==> config.mk <==
export PLATFORM = sky130hd
export DESIGN_NAME = mcp_control_fsm
export DESIGN_NICKNAME = d
export VERILOG_FILES = /design/src/rtl/mcp_control_fsm_pkg.sv /design/src/rtl/mcp_alu_decoder.sv /design/src/rtl/mcp_control_fsm.sv
export SDC_FILE = /design/constraint.sdc
export NUM_CORES = 1
export LEC_CHECK = 0
export CORE_MARGIN = 2
export CORE_UTILIZATION = 35
export DETAILED_ROUTE_END_ITERATION = 12
export PLACE_DENSITY_LB_ADDON = 0.2
export REMOVE_ABC_BUFFERS = 1
export SLEW_MARGIN = 20
export SYNTH_ARGS = -nofsm -noshare
export SYNTH_HDL_FRONTEND = slang
export SYNTH_SLANG_ARGS = --single-unit
==> constraint.sdc <==
create_clock -name CLK -period 1.83 [get_ports CLK]
set_clock_uncertainty 0.2 [all_clocks]
set_input_delay 0.183 -clock CLK [delete_from_list [all_inputs] [get_ports CLK]]
set_output_delay 0.183 -clock CLK [all_outputs]
set_load 0.005 [all_outputs]
==> src/rtl/mcp_control_fsm_pkg.sv <==
// mcp_defs: shared encodings for the multicycle MIPS control path and ALU
package mcp_defs;
    localparam logic [3:0] ALU_ADD  = 4'd0;
    localparam logic [3:0] ALU_SUB  = 4'd1;
    localparam logic [3:0] ALU_SLL  = 4'd2;
    localparam logic [3:0] ALU_SRL  = 4'd3;
    localparam logic [3:0] ALU_SLLV = 4'd4;
    localparam logic [3:0] ALU_SRLV = 4'd5;
    localparam logic [3:0] ALU_SRAV = 4'd6;
    localparam logic [3:0] ALU_AND  = 4'd7;
    localparam logic [3:0] ALU_OR   = 4'd8;
    localparam logic [3:0] ALU_XOR  = 4'd9;
    localparam logic [3:0] ALU_XNOR = 4'd10;
    localparam logic [5:0] OP_RTYPE = 6'h00;
    localparam logic [5:0] OP_LW    = 6'h23;
    localparam logic [5:0] OP_SW    = 6'h2B;
    localparam logic [5:0] OP_BEQ   = 6'h04;
    localparam logic [5:0] OP_BNE   = 6'h05;
    localparam logic [5:0] OP_ADDI  = 6'h08;
    localparam logic [5:0] OP_J     = 6'h02;
    localparam logic [5:0] F_ADD    = 6'h20;
    localparam logic [5:0] F_SUB    = 6'h22;
    localparam logic [5:0] F_SLL    = 6'h00;
    localparam logic [5:0] F_SRL    = 6'h02;
    localparam logic [5:0] F_SLLV   = 6'h04;
    localparam logic [5:0] F_SRLV   = 6'h06;
    localparam logic [5:0] F_SRAV   = 6'h07;
    localparam logic [5:0] F_AND    = 6'h24;
    localparam logic [5:0] F_OR     = 6'h25;
    localparam logic [5:0] F_XOR    = 6'h26;
    localparam logic [5:0] F_XNOR   = 6'h27;
    localparam logic [1:0] SRCB_B     = 2'd0;
    localparam logic [1:0] SRCB_4     = 2'd1;
    localparam logic [1:0] SRCB_IMM   = 2'd2;
    localparam logic [1:0] SRCB_IMMSH = 2'd3;
    localparam logic [1:0] PC_ALU    = 2'd0;
    localparam logic [1:0] PC_ALUOUT = 2'd1;
    localparam logic [1:0] PC_JUMP   = 2'd2;
    typedef enum logic [3:0] {
        S_RESET   = 4'd0,
        S_FETCH   = 4'd1,
        S_DECODE  = 4'd2,
        S_MEMADR  = 4'd3,
        S_MEMRD   = 4'd4,
        S_MEMWB   = 4'd5,
        S_MEMWR   = 4'd6,
        S_EXEC_R  = 4'd7,
        S_ALUWB   = 4'd8,
        S_ADDI_EX = 4'd9,
        S_ADDI_WB = 4'd10,
        S_BRANCH  = 4'd11,
        S_JUMP    = 4'd12,
        S_TRAP    = 4'd14
    } state_t;
endpackage

==> src/rtl/mcp_alu_decoder.sv <==
// mcp_alu_decoder: R-type Funct to ALU operation, arithmetic and illegal flags
module mcp_alu_decoder
    import mcp_defs::*;
(
    input  logic [5:0] funct,
    output logic [3:0] alusel,
    output logic       is_arith,
    output logic       illegal
);
    always_comb begin
        alusel  = ALU_ADD;
        illegal = 1'b0;
        case (funct)
            F_ADD:   alusel = ALU_ADD;
            F_SUB:   alusel = ALU_SUB;
            F_SLL:   alusel = ALU_SLL;
            F_SRL:   alusel = ALU_SRL;
            F_SLLV:  alusel = ALU_SLLV;
            F_SRLV:  alusel = ALU_SRLV;
            F_SRAV:  alusel = ALU_SRAV;
            F_AND:   alusel = ALU_AND;
            F_OR:    alusel = ALU_OR;
            F_XOR:   alusel = ALU_XOR;
            F_XNOR:  alusel = ALU_XNOR;
            default: illegal = 1'b1;
        endcase
    end
    assign is_arith = funct == F_ADD || funct == F_SUB;
endmodule

==> src/rtl/mcp_control_fsm.sv <==
// mcp_control_fsm: multicycle MIPS main control FSM with trap and retire counter
module mcp_control_fsm
    import mcp_defs::*;
#(
    parameter int CW = 32
) (
    input  logic          CLK,
    input  logic          RST_N,
    input  logic [5:0]    Opcode,
    input  logic [5:0]    Funct,
    input  logic          zero,
    input  logic          OVF_F,
    output logic          IorD,
    output logic          MemWrite,
    output logic          IRWrite,
    output logic          RegDst,
    output logic          MemtoReg,
    output logic          RegWrite,
    output logic          ALUSrcA,
    output logic [1:0]    ALUSrcB,
    output logic [3:0]    ALUSel,
    output logic [1:0]    PCSrc,
    output logic          PCEn,
    output logic          Exception,
    output logic [3:0]    StateOut,
    output logic [CW-1:0] InstrCount
);
    state_t state, next;
    logic retire, dec_arith, dec_illegal;
    logic [3:0] dec_sel;

    mcp_alu_decoder u_dec (
        .funct   (Funct),
        .alusel  (dec_sel),
        .is_arith(dec_arith),
        .illegal (dec_illegal)
    );

    always_ff @(posedge CLK or negedge RST_N) begin
        if (!RST_N) begin
            state      <= S_RESET;
            InstrCount <= '0;
        end else begin
            state <= next;
            if (retire) InstrCount <= InstrCount + CW'(1);
        end
    end

    always_comb begin
        next      = state;
        retire    = 1'b0;
        IorD      = 1'b0;
        MemWrite  = 1'b0;
        IRWrite   = 1'b0;
        RegDst    = 1'b0;
        MemtoReg  = 1'b0;
        RegWrite  = 1'b0;
        ALUSrcA   = 1'b0;
        ALUSrcB   = SRCB_B;
        ALUSel    = ALU_ADD;
        PCSrc     = PC_ALU;
        PCEn      = 1'b0;
        Exception = 1'b0;
        case (state)
            S_RESET:  next = S_FETCH;
            S_FETCH: begin
                IRWrite = 1'b1;
                ALUSrcB = SRCB_4;
                PCEn    = 1'b1;
                next    = S_DECODE;
            end
            S_DECODE: begin
                ALUSrcB = SRCB_IMMSH;
                next = Opcode == OP_RTYPE ? S_EXEC_R :
                       (Opcode == OP_LW || Opcode == OP_SW) ? S_MEMADR :
                       (Opcode == OP_BEQ || Opcode == OP_BNE) ? S_BRANCH :
                       Opcode == OP_ADDI ? S_ADDI_EX :
                       Opcode == OP_J ? S_JUMP : S_TRAP;
            end
            S_MEMADR: begin
                ALUSrcA = 1'b1;
                ALUSrcB = SRCB_IMM;
                next    = Opcode == OP_LW ? S_MEMRD : S_MEMWR;
            end
            S_MEMRD: begin
                IorD = 1'b1;
                next = S_MEMWB;
            end
            S_MEMWB: begin
                RegWrite = 1'b1;
                MemtoReg = 1'b1;
                retire   = 1'b1;
                next     = S_FETCH;
            end
            S_MEMWR: begin
                IorD     = 1'b1;
                MemWrite = 1'b1;
                retire   = 1'b1;
                next     = S_FETCH;
            end
            // overflowing add/sub trap here so the writeback state is never reached
            S_EXEC_R: begin
                ALUSrcA = 1'b1;
                ALUSel  = dec_sel;
                next    = (dec_illegal || (dec_arith && OVF_F)) ? S_TRAP : S_ALUWB;
            end
            S_ALUWB: begin
                RegWrite = 1'b1;
                RegDst   = 1'b1;
                retire   = 1'b1;
                next     = S_FETCH;
            end
            S_ADDI_EX: begin
                ALUSrcA = 1'b1;
                ALUSrcB = SRCB_IMM;
                next    = OVF_F ? S_TRAP : S_ADDI_WB;
            end
            S_ADDI_WB: begin
                RegWrite = 1'b1;
                retire   = 1'b1;
                next     = S_FETCH;
            end
            S_BRANCH: begin
                ALUSrcA = 1'b1;
                ALUSel  = ALU_SUB;
                PCSrc   = PC_ALUOUT;
                PCEn    = zero ^ (Opcode == OP_BNE);
                retire  = 1'b1;
                next    = S_FETCH;
            end
            S_JUMP: begin
                PCSrc  = PC_JUMP;
                PCEn   = 1'b1;
                retire = 1'b1;
                next   = S_FETCH;
            end
            S_TRAP: begin
                Exception = 1'b1;
                next      = S_TRAP;
            end
            default: next = S_TRAP;
        endcase
    end

    assign StateOut = state;
endmodule
==> flow_summary.yaml, run 1 <==
timing:
  setup_viol: 39
  setup_slack_ps: -282
  grt_setup_unrepaired: "true"
  worst_slew_pin_slew_ps: 468
  fin_crit_sh_pct: 115
  finalCriticalPeriod_ps: 2110
  fin_tns_setup_ps: -4530
  drv_slew: 0
  hold_viol_final: 0
  max_slew_margin_pct: 68.8
  fmax_ghz: 0.474
grt:
  antenna_found_initial: 0
  grt_pass1_wl_um: 12700
  grt_max_degree: 37
  gr-total-overflow: 0
  first_global_vias: 2581
  grt_usage_pct: 22.3
final_layout:
  syn2layout_area_growth_pct: 101
  num-nets-final: 423
  antenna_cells: 0
  drive_above_1_share_pct: 50.1
  stdcell_area_um2: 4380
yosys:
  ys_warn_count: 0
  synthSimpleGateAreaFrac_pct: 27.9
  ys_seq_area_share_pct: 41.3
  synthXorXnorAreaFrac_pct: 13.7
  muxShareOfSynthArea_pct: 2.12
  synth_edf_count: 0
  synth_top_cells_by_count: "36 x dfrtp_1, 21 x xnor2_1, 16 x nand2_1"
  synth_compound_area_share_pct: 11.9
  ys_ff_latch: 36
  synth.area.top_cells: "dfrtp_1 41%, xnor2_1 8.4%, xor2_1 5.2%"
  synth_area_um2: 2180
  syn_inst: 231
  syn_avg_cell_area_um2: 9.44
  post-synth-top-count-cell: "dfrtp_1"
  ys.flop_type: "dfrtp_1"
  synth_top_family_by_area: "simple AND/OR/NAND/NOR gates"
  async_reset_ff_share_pct: 100
  yosysTopAreaCellShare_pct: 41.3
  synth_fa_ha_area_share_pct: 0.574
  synthDistinctLibCells: 51
  yosys.area.top_type: "dfrtp_1"
worst_setup_path:
  timing.critical_path.fanout_max: 3
  startpoint: "StateOut[3]"
  critPathCaptureType: "primary output"
  path_class: "reg -> out"
  crit_end: "ALUSel[0]"
  reg2reg_depth: 9
  required_ps: 1450
  worstReg2RegEnd: "InstrCount[27]"
  start_kind: "register"
  crit_chain: "nand2b_4, or4_4, o32ai_2, buf_2"
  cpMaxStageDelayCell: "or4_4"
  worstPathArrival_ps: 1730
  r2r_start: "StateOut[0]"
  reg2reg_slack_ps: -230
  cpPeakStageDelay_ps: 450
clock_tree:
  clock_latency_ps: 300
  cts_tree: "built"
  clkTransAtPathRegs_ps: 70
  cts-root-buf: "clkbuf_8"
  numCtsBuffers: 5
  h-tree-depth: 2
  cts_buffer_depth: 2
  cts-hold-fix-buffers: 0
  cts_sinks: 36
floorplanning:
  dieWidth_um: 82.9
  die_area_um2: 6870
  coreArea_um2: 5960
  initial_core_util_pct: 36.6
  io_pins: 69
  row_count: 28
  dieHeight_um: 82.9
route:
  num_vias: 2596
  routed.top_layer: "met4"
  wl_met1_um: 3480
  viasPerCell: 5.39
  drc: 0
  route.met2.wl_um: 4330
  first_pass_iters: 4
  drt_iter0_drc: 127
  wl_per_cell_um: 17.2
  route.met3.wl_um: 352
  ant_nets: 0
  totalWireLength_um: 8310
hold_path:
  hold_path_class: "in -> async"
outcome:
  status: "finished with violations"
  violations: "negative setup slack"
pwr:
  leakagePower_nw: 2.12
  power_mw: 5.72
  power.share.clock_pct: 10.1
  p_int_mw: 3.48
  power_frac_seq_pct: 17.9
  switching_share_pct: 39.2
  power.density_nw_per_um2: 1310
  ir_drop_v: 0.000982
  p_comb_share_pct: 72.0
  switching_power_mw: 2.24
placed_design:
  place_area_um2: 3390
  gp_congestion: 0.863
  hpwl_um: 4530
  io_buffers: 68
flow_run:
  maxCapViolations: 0
[power groups by stage]
stage               registers, mW  logic (mW)  clock network (mW)
global route                 1.04        4.34               0.617
finish                       1.03        4.12               0.579
global placement             1.00        2.25                   0
detailed placement           1.01        2.28                   0
CTS                          1.01        3.58               0.575
floorplan                    1.20       0.759                   0
[timing repair]
action	in CTS	in global routing
setup buffers	38	19
resized for setup	151	58
pin swaps	45	31
gates cloned	2	0
setup endpoints to repair	36	53
[critical path, delay by kind of cell, from the launching register on]
kind / cells / cell delay [ps]
AO/OA/AOI/OAI: 1 / 260
buffers and inverters: 1 / 160
flip-flops: 1 / 420
AND/OR/NAND/NOR: 2 / 610
[how the worst min path moves through the flow]
stage	to	slack (ps)	depth (start not counted)
6_report	InstrCount[11]	110	2
2_1_floorplan	InstrCount[0]	-310	0
3_5_place_dp	InstrCount[31]	280	1
4_1_cts	InstrCount[22]	130	2
5_1_grt	InstrCount[11]	160	2
3_3_place_gp	InstrCount[31]	260	1
[sequential cells by signal, summed over array words and instances, names as in the netlist]
register and count:
StateOut 4, InstrCount 32
[cells by family after synthesis]
family          after synthesis
compound gates               37
xor+xnor                     34
fa+ha+maj                     1
buf+inv                      13
flops                        36
mux                           4
simple gates                106
[per-layer routing]
| metal | vias to the layer above | GRT usage [%] |
|---|---|---|
| li1 | 1209 | - |
| met1 | 1298 | 27.9 |
| met2 | 72 | 40.2 |
| met3 | 17 | 3.18 |
| met4 | 0 | 5.81 |
| met5 | - | 0 |
[cell type report]
type	count	area (um2)
Multi-Input combinational cell	182	1690
Timing Repair Buffer	177	1580
Fill cell	391	1580
Sequential cell	36	902
Tap cell	75	93.8
Clock buffer	5	68.8
Clock inverter	3	18.8
Inverter	4	15.0
[metrics by stage]
step | hold WS [ps] | util, % | instances | setup WS [ps]
global placement | 255 | 56.8 | 426 | -528
global route | 162 | 73.5 | 482 | -338
finish | 112 | 73.5 | 482 | -282
CTS | 133 | 70.3 | 473 | -248
floorplan | -313 | - | 222 | -240
detailed placement | 283 | 56.8 | 426 | -589
[layout by cell type, fill, tap and decap left out, types with 3 or more instances in the layout]
cell type,netlist,routed
nor4_4,0,9
nand4_1,12,12
inv_1,4,4
xnor2_2,0,4
nor3_4,0,5
nor3_1,11,3
nand2b_4,0,4
and4_1,3,3
nor3_2,0,3
nand2_2,0,4
nand3_1,14,9
dfrtp_1,36,35
xnor2_1,21,17
nor2_4,0,3
clkbuf_8,0,5
nand3_2,0,4
buf_4,1,71
o2bb2ai_1,4,4
clkdlybuf4s50_1,0,46
nor2_1,13,8
buf_2,1,12
a22oi_2,1,3
buf_6,0,38
o21ai_0,10,8
xor2_1,13,13
nand2_1,16,10
Power figures use the tool's default switching activity.
==> inputs of run 2 (changes only) <==
Settings changed: CELL_PAD_IN_SITES_DETAIL_PLACEMENT set to 2, CELL_PAD_IN_SITES_GLOBAL_PLACEMENT set to 2, CORE_UTILIZATION 35 to 24, CTS_CLUSTER_SIZE set to 40, SYNTH_HIERARCHICAL set to 1.
==> run 2 against run 1 <==
Net effect:
- clock power is 8.3% higher
- global-route usage fell by 4.4 points
- critical path depth is 2 higher
- first-iteration DRC count shrank 63%
- the run still ends with negative setup slack left
- count of clock-buffer cells in the layout is 2 higher
- critical endpoint is now InstrCount[16]
- synthesized cell count decreased by 5.2%
- fmax down 1.4%
- critical path type is now reg -> reg
- wire length rose by 17%
- setup slack worse by 30 ps
- final area shrank 5.8%
- sequential power is 6% higher
- via count decreased by 10%
==> flow_summary.yaml, run 2 <==
final_layout:
  syn2layout_area_growth_pct: 99.2
  drive_above_1_share_pct: 50.8
  antenna_cells: 0
  stdcell_area_um2: 4120
  num-nets-final: 390
  largest_register: "InstrCount"
  final_common_cell: "buf_4"
  postLayoutCoreUtil_pct: 49.7
  fill_cells: 872
  final_cell_mix: "50 x buf_4, 41 x clkdlybuf4s50_1, 34 x dfrtp_1"
  largest_reg_flops: 32
flow_run:
  maxCapViolations: 0
timing:
  setup_viol: 46
  setup_slack_ps: -312
  fin_tns_setup_ps: -6040
  hold_viol_final: 0
  max_slew_margin_pct: 67.9
  finalCriticalPeriod_ps: 2140
  grt_setup_unrepaired: "true"
  fin_crit_sh_pct: 117
  worst_slew_pin_slew_ps: 481
  fmax_ghz: 0.467
  drv_slew: 0
yosys:
  synth_compound_area_share_pct: 9.37
  async_reset_ff_share_pct: 100
  yosysTopAreaCellShare_pct: 43.5
  synth_fa_ha_area_share_pct: 0.605
  syn_inst: 219
  syn_avg_cell_area_um2: 9.45
  ys.flop_type: "dfrtp_1"
  yosys.area.top_type: "dfrtp_1"
  synthDistinctLibCells: 41
  ys_ff_latch: 36
  muxShareOfSynthArea_pct: 2.60
  ys_seq_area_share_pct: 43.5
  synth_top_family_by_area: "simple AND/OR/NAND/NOR gates"
  post-synth-top-count-cell: "dfrtp_1"
  synth.area.top_cells: "dfrtp_1 44%, xnor2_1 11%, nand3_1 3.9%"
  synth_top_cells_by_count: "36 x dfrtp_1, 27 x xnor2_1, 21 x nand2_1"
  ys_warn_count: 6
  synth_edf_count: 0
  synthSimpleGateAreaFrac_pct: 27.7
  synth_area_um2: 2070
  synthXorXnorAreaFrac_pct: 14.4
route:
  totalWireLength_um: 9740
  drt_iter0_drc: 47
  drc: 0
  ant_nets: 0
  first_pass_iters: 4
  num_vias: 2324
  wl_per_cell_um: 20.3
  viasPerCell: 4.85
grt:
  first_global_vias: 2573
  grt_usage_pct: 17.9
  gr-total-overflow: 0
  antenna_found_initial: 0
  grt_max_degree: 37
  grt_pass1_wl_um: 13600
worst_setup_path:
  timing.critical_path.fanout_max: 5
  crit_chain: "ha_2, nand4_1, nor4_4, buf_6, nand4_1, xnor2_1"
  path_class: "reg -> reg"
  cp_common_cell: "nand4_1"
  worstPathArrival_ps: 2150
  required_ps: 1840
  start_kind: "register"
  critPathCaptureType: "register"
  cpMaxStageDelayCell: "nor4_4"
  cpPeakStageDelay_ps: 440
  reg2reg_slack_ps: -310
  reg2reg_depth: 6
pwr:
  ir_drop_v: 0.000405
  power.density_nw_per_um2: 1320
  switching_share_pct: 38.9
  power.share.clock_pct: 11.5
  p_comb_share_pct: 68.4
  p_int_mw: 3.32
  power_frac_seq_pct: 20.0
  switching_power_mw: 2.12
  leakagePower_nw: 1.89
floorplanning:
  io_pins: 69
  row_count: 33
  dieHeight_um: 96.9
  coreArea_um2: 8300
  dieWidth_um: 96.9
  initial_core_util_pct: 24.9
  die_area_um2: 9380
clock_tree:
  cts_sinks: 36
  numCtsBuffers: 5
  cts-root-buf: "clkbuf_8"
  h-tree-depth: 2
  clkTransAtPathRegs_ps: 90
  clock_latency_ps: 300
  cts_tree: "built"
  cts_buffer_depth: 2
placed_design:
  gp_congestion: 0.714
  io_buffers: 68
  place_area_um2: 3240
  hpwl_um: 5320
outcome:
  status: "finished with violations"
  violations: "negative setup slack"
hold_path:
  hold_path_class: "in -> async"
==> run 2: power groups by stage <==
stage / logic [mW] / clock network (mW) / registers [mW]
floorplan: 0.679 / 0 / 1.16
global placement: 1.98 / 0 / 1.07
detailed placement: 2.03 / 0 / 1.08
CTS: 2.63 / 0.627 / 1.07
global route: 3.94 / 0.673 / 1.10
finish: 3.72 / 0.627 / 1.09
==> run 2: critical path, delay by kind of cell, from the launching register on <==
kind | cells | cell delay (ps)
and+or+nand+nor | 3 | 840
buffers and inverters | 1 | 180
DFF | 1 | 390
adders and majority gates | 1 | 210
xor gates and xnor gates | 1 | 240
==> run 2: kinds of logic (layout without fill, tap and decap cells) <==
| kind of cell | count (synthesis) | count (layout) |
|---|---|---|
| xor+xnor | 34 | 34 |
| flops | 36 | 36 |
| mux | 5 | 5 |
| fa+ha+maj | 1 | 1 |
| buf+inv | 8 | 163 |
| simple gates | 104 | 104 |
| compound gates | 31 | 31 |
==> run 2: area by class of cell <==
type                    instances  area, um2  share of cell area [%]
clock buffers                   7       86.3                    2.09
repair buffers                154       1420                    34.5
flip-flops and latches         36        903                    21.9
clock inverters                 1       7.51                   0.182
inverters                       1       3.75                  0.0911
multi-input cells             175       1570                    38.0
well taps                     105        131                    3.19
==> run 2: path summary, 6_finish.rpt <==
kind	endpoint	from
worst max-delay path	InstrCount[16]	InstrCount[0]
worst min-delay path	InstrCount[7]	RST_N
worst max register to register	InstrCount[16]	InstrCount[0]
worst min register to register	InstrCount[31]	InstrCount[31]
max in group asynchronous	StateOut[1]	RST_N
min in group CLK	StateOut[1]	Opcode[2]
==> run 2: routing by layer <==
| metal | GRT usage [%] | share of wire, % |
|---|---|---|
| met1 | 19.2 | 39 |
| met2 | 35.4 | 55 |
| met3 | 2.38 | 2.3 |
| met4 | 6.18 | 3.0 |
| met5 | 0 | 0 |
==> run 2: metrics by stage <==
stage	total power [mW]	hold slack [ps]	setup WS, ps	std cells
CTS	4.32	286	-161	465
global route	5.71	303	-409	479
global placement	3.05	61.4	-335	436
finish	5.43	265	-312	479
detailed placement	3.11	63.8	-371	436
floorplan	1.84	-313	-357	212
==> run 2: timing repair <==
item | in CTS | in global routing
gates cloned | 1 | 0
gates resized for setup | 125 | 91
hold buffers | 1 | 0
pin swaps | 14 | 33
endpoints found under the hold margin | 36 | 0
endpoints found under the setup margin | 52 | 53
buffers inserted | 19 | 18
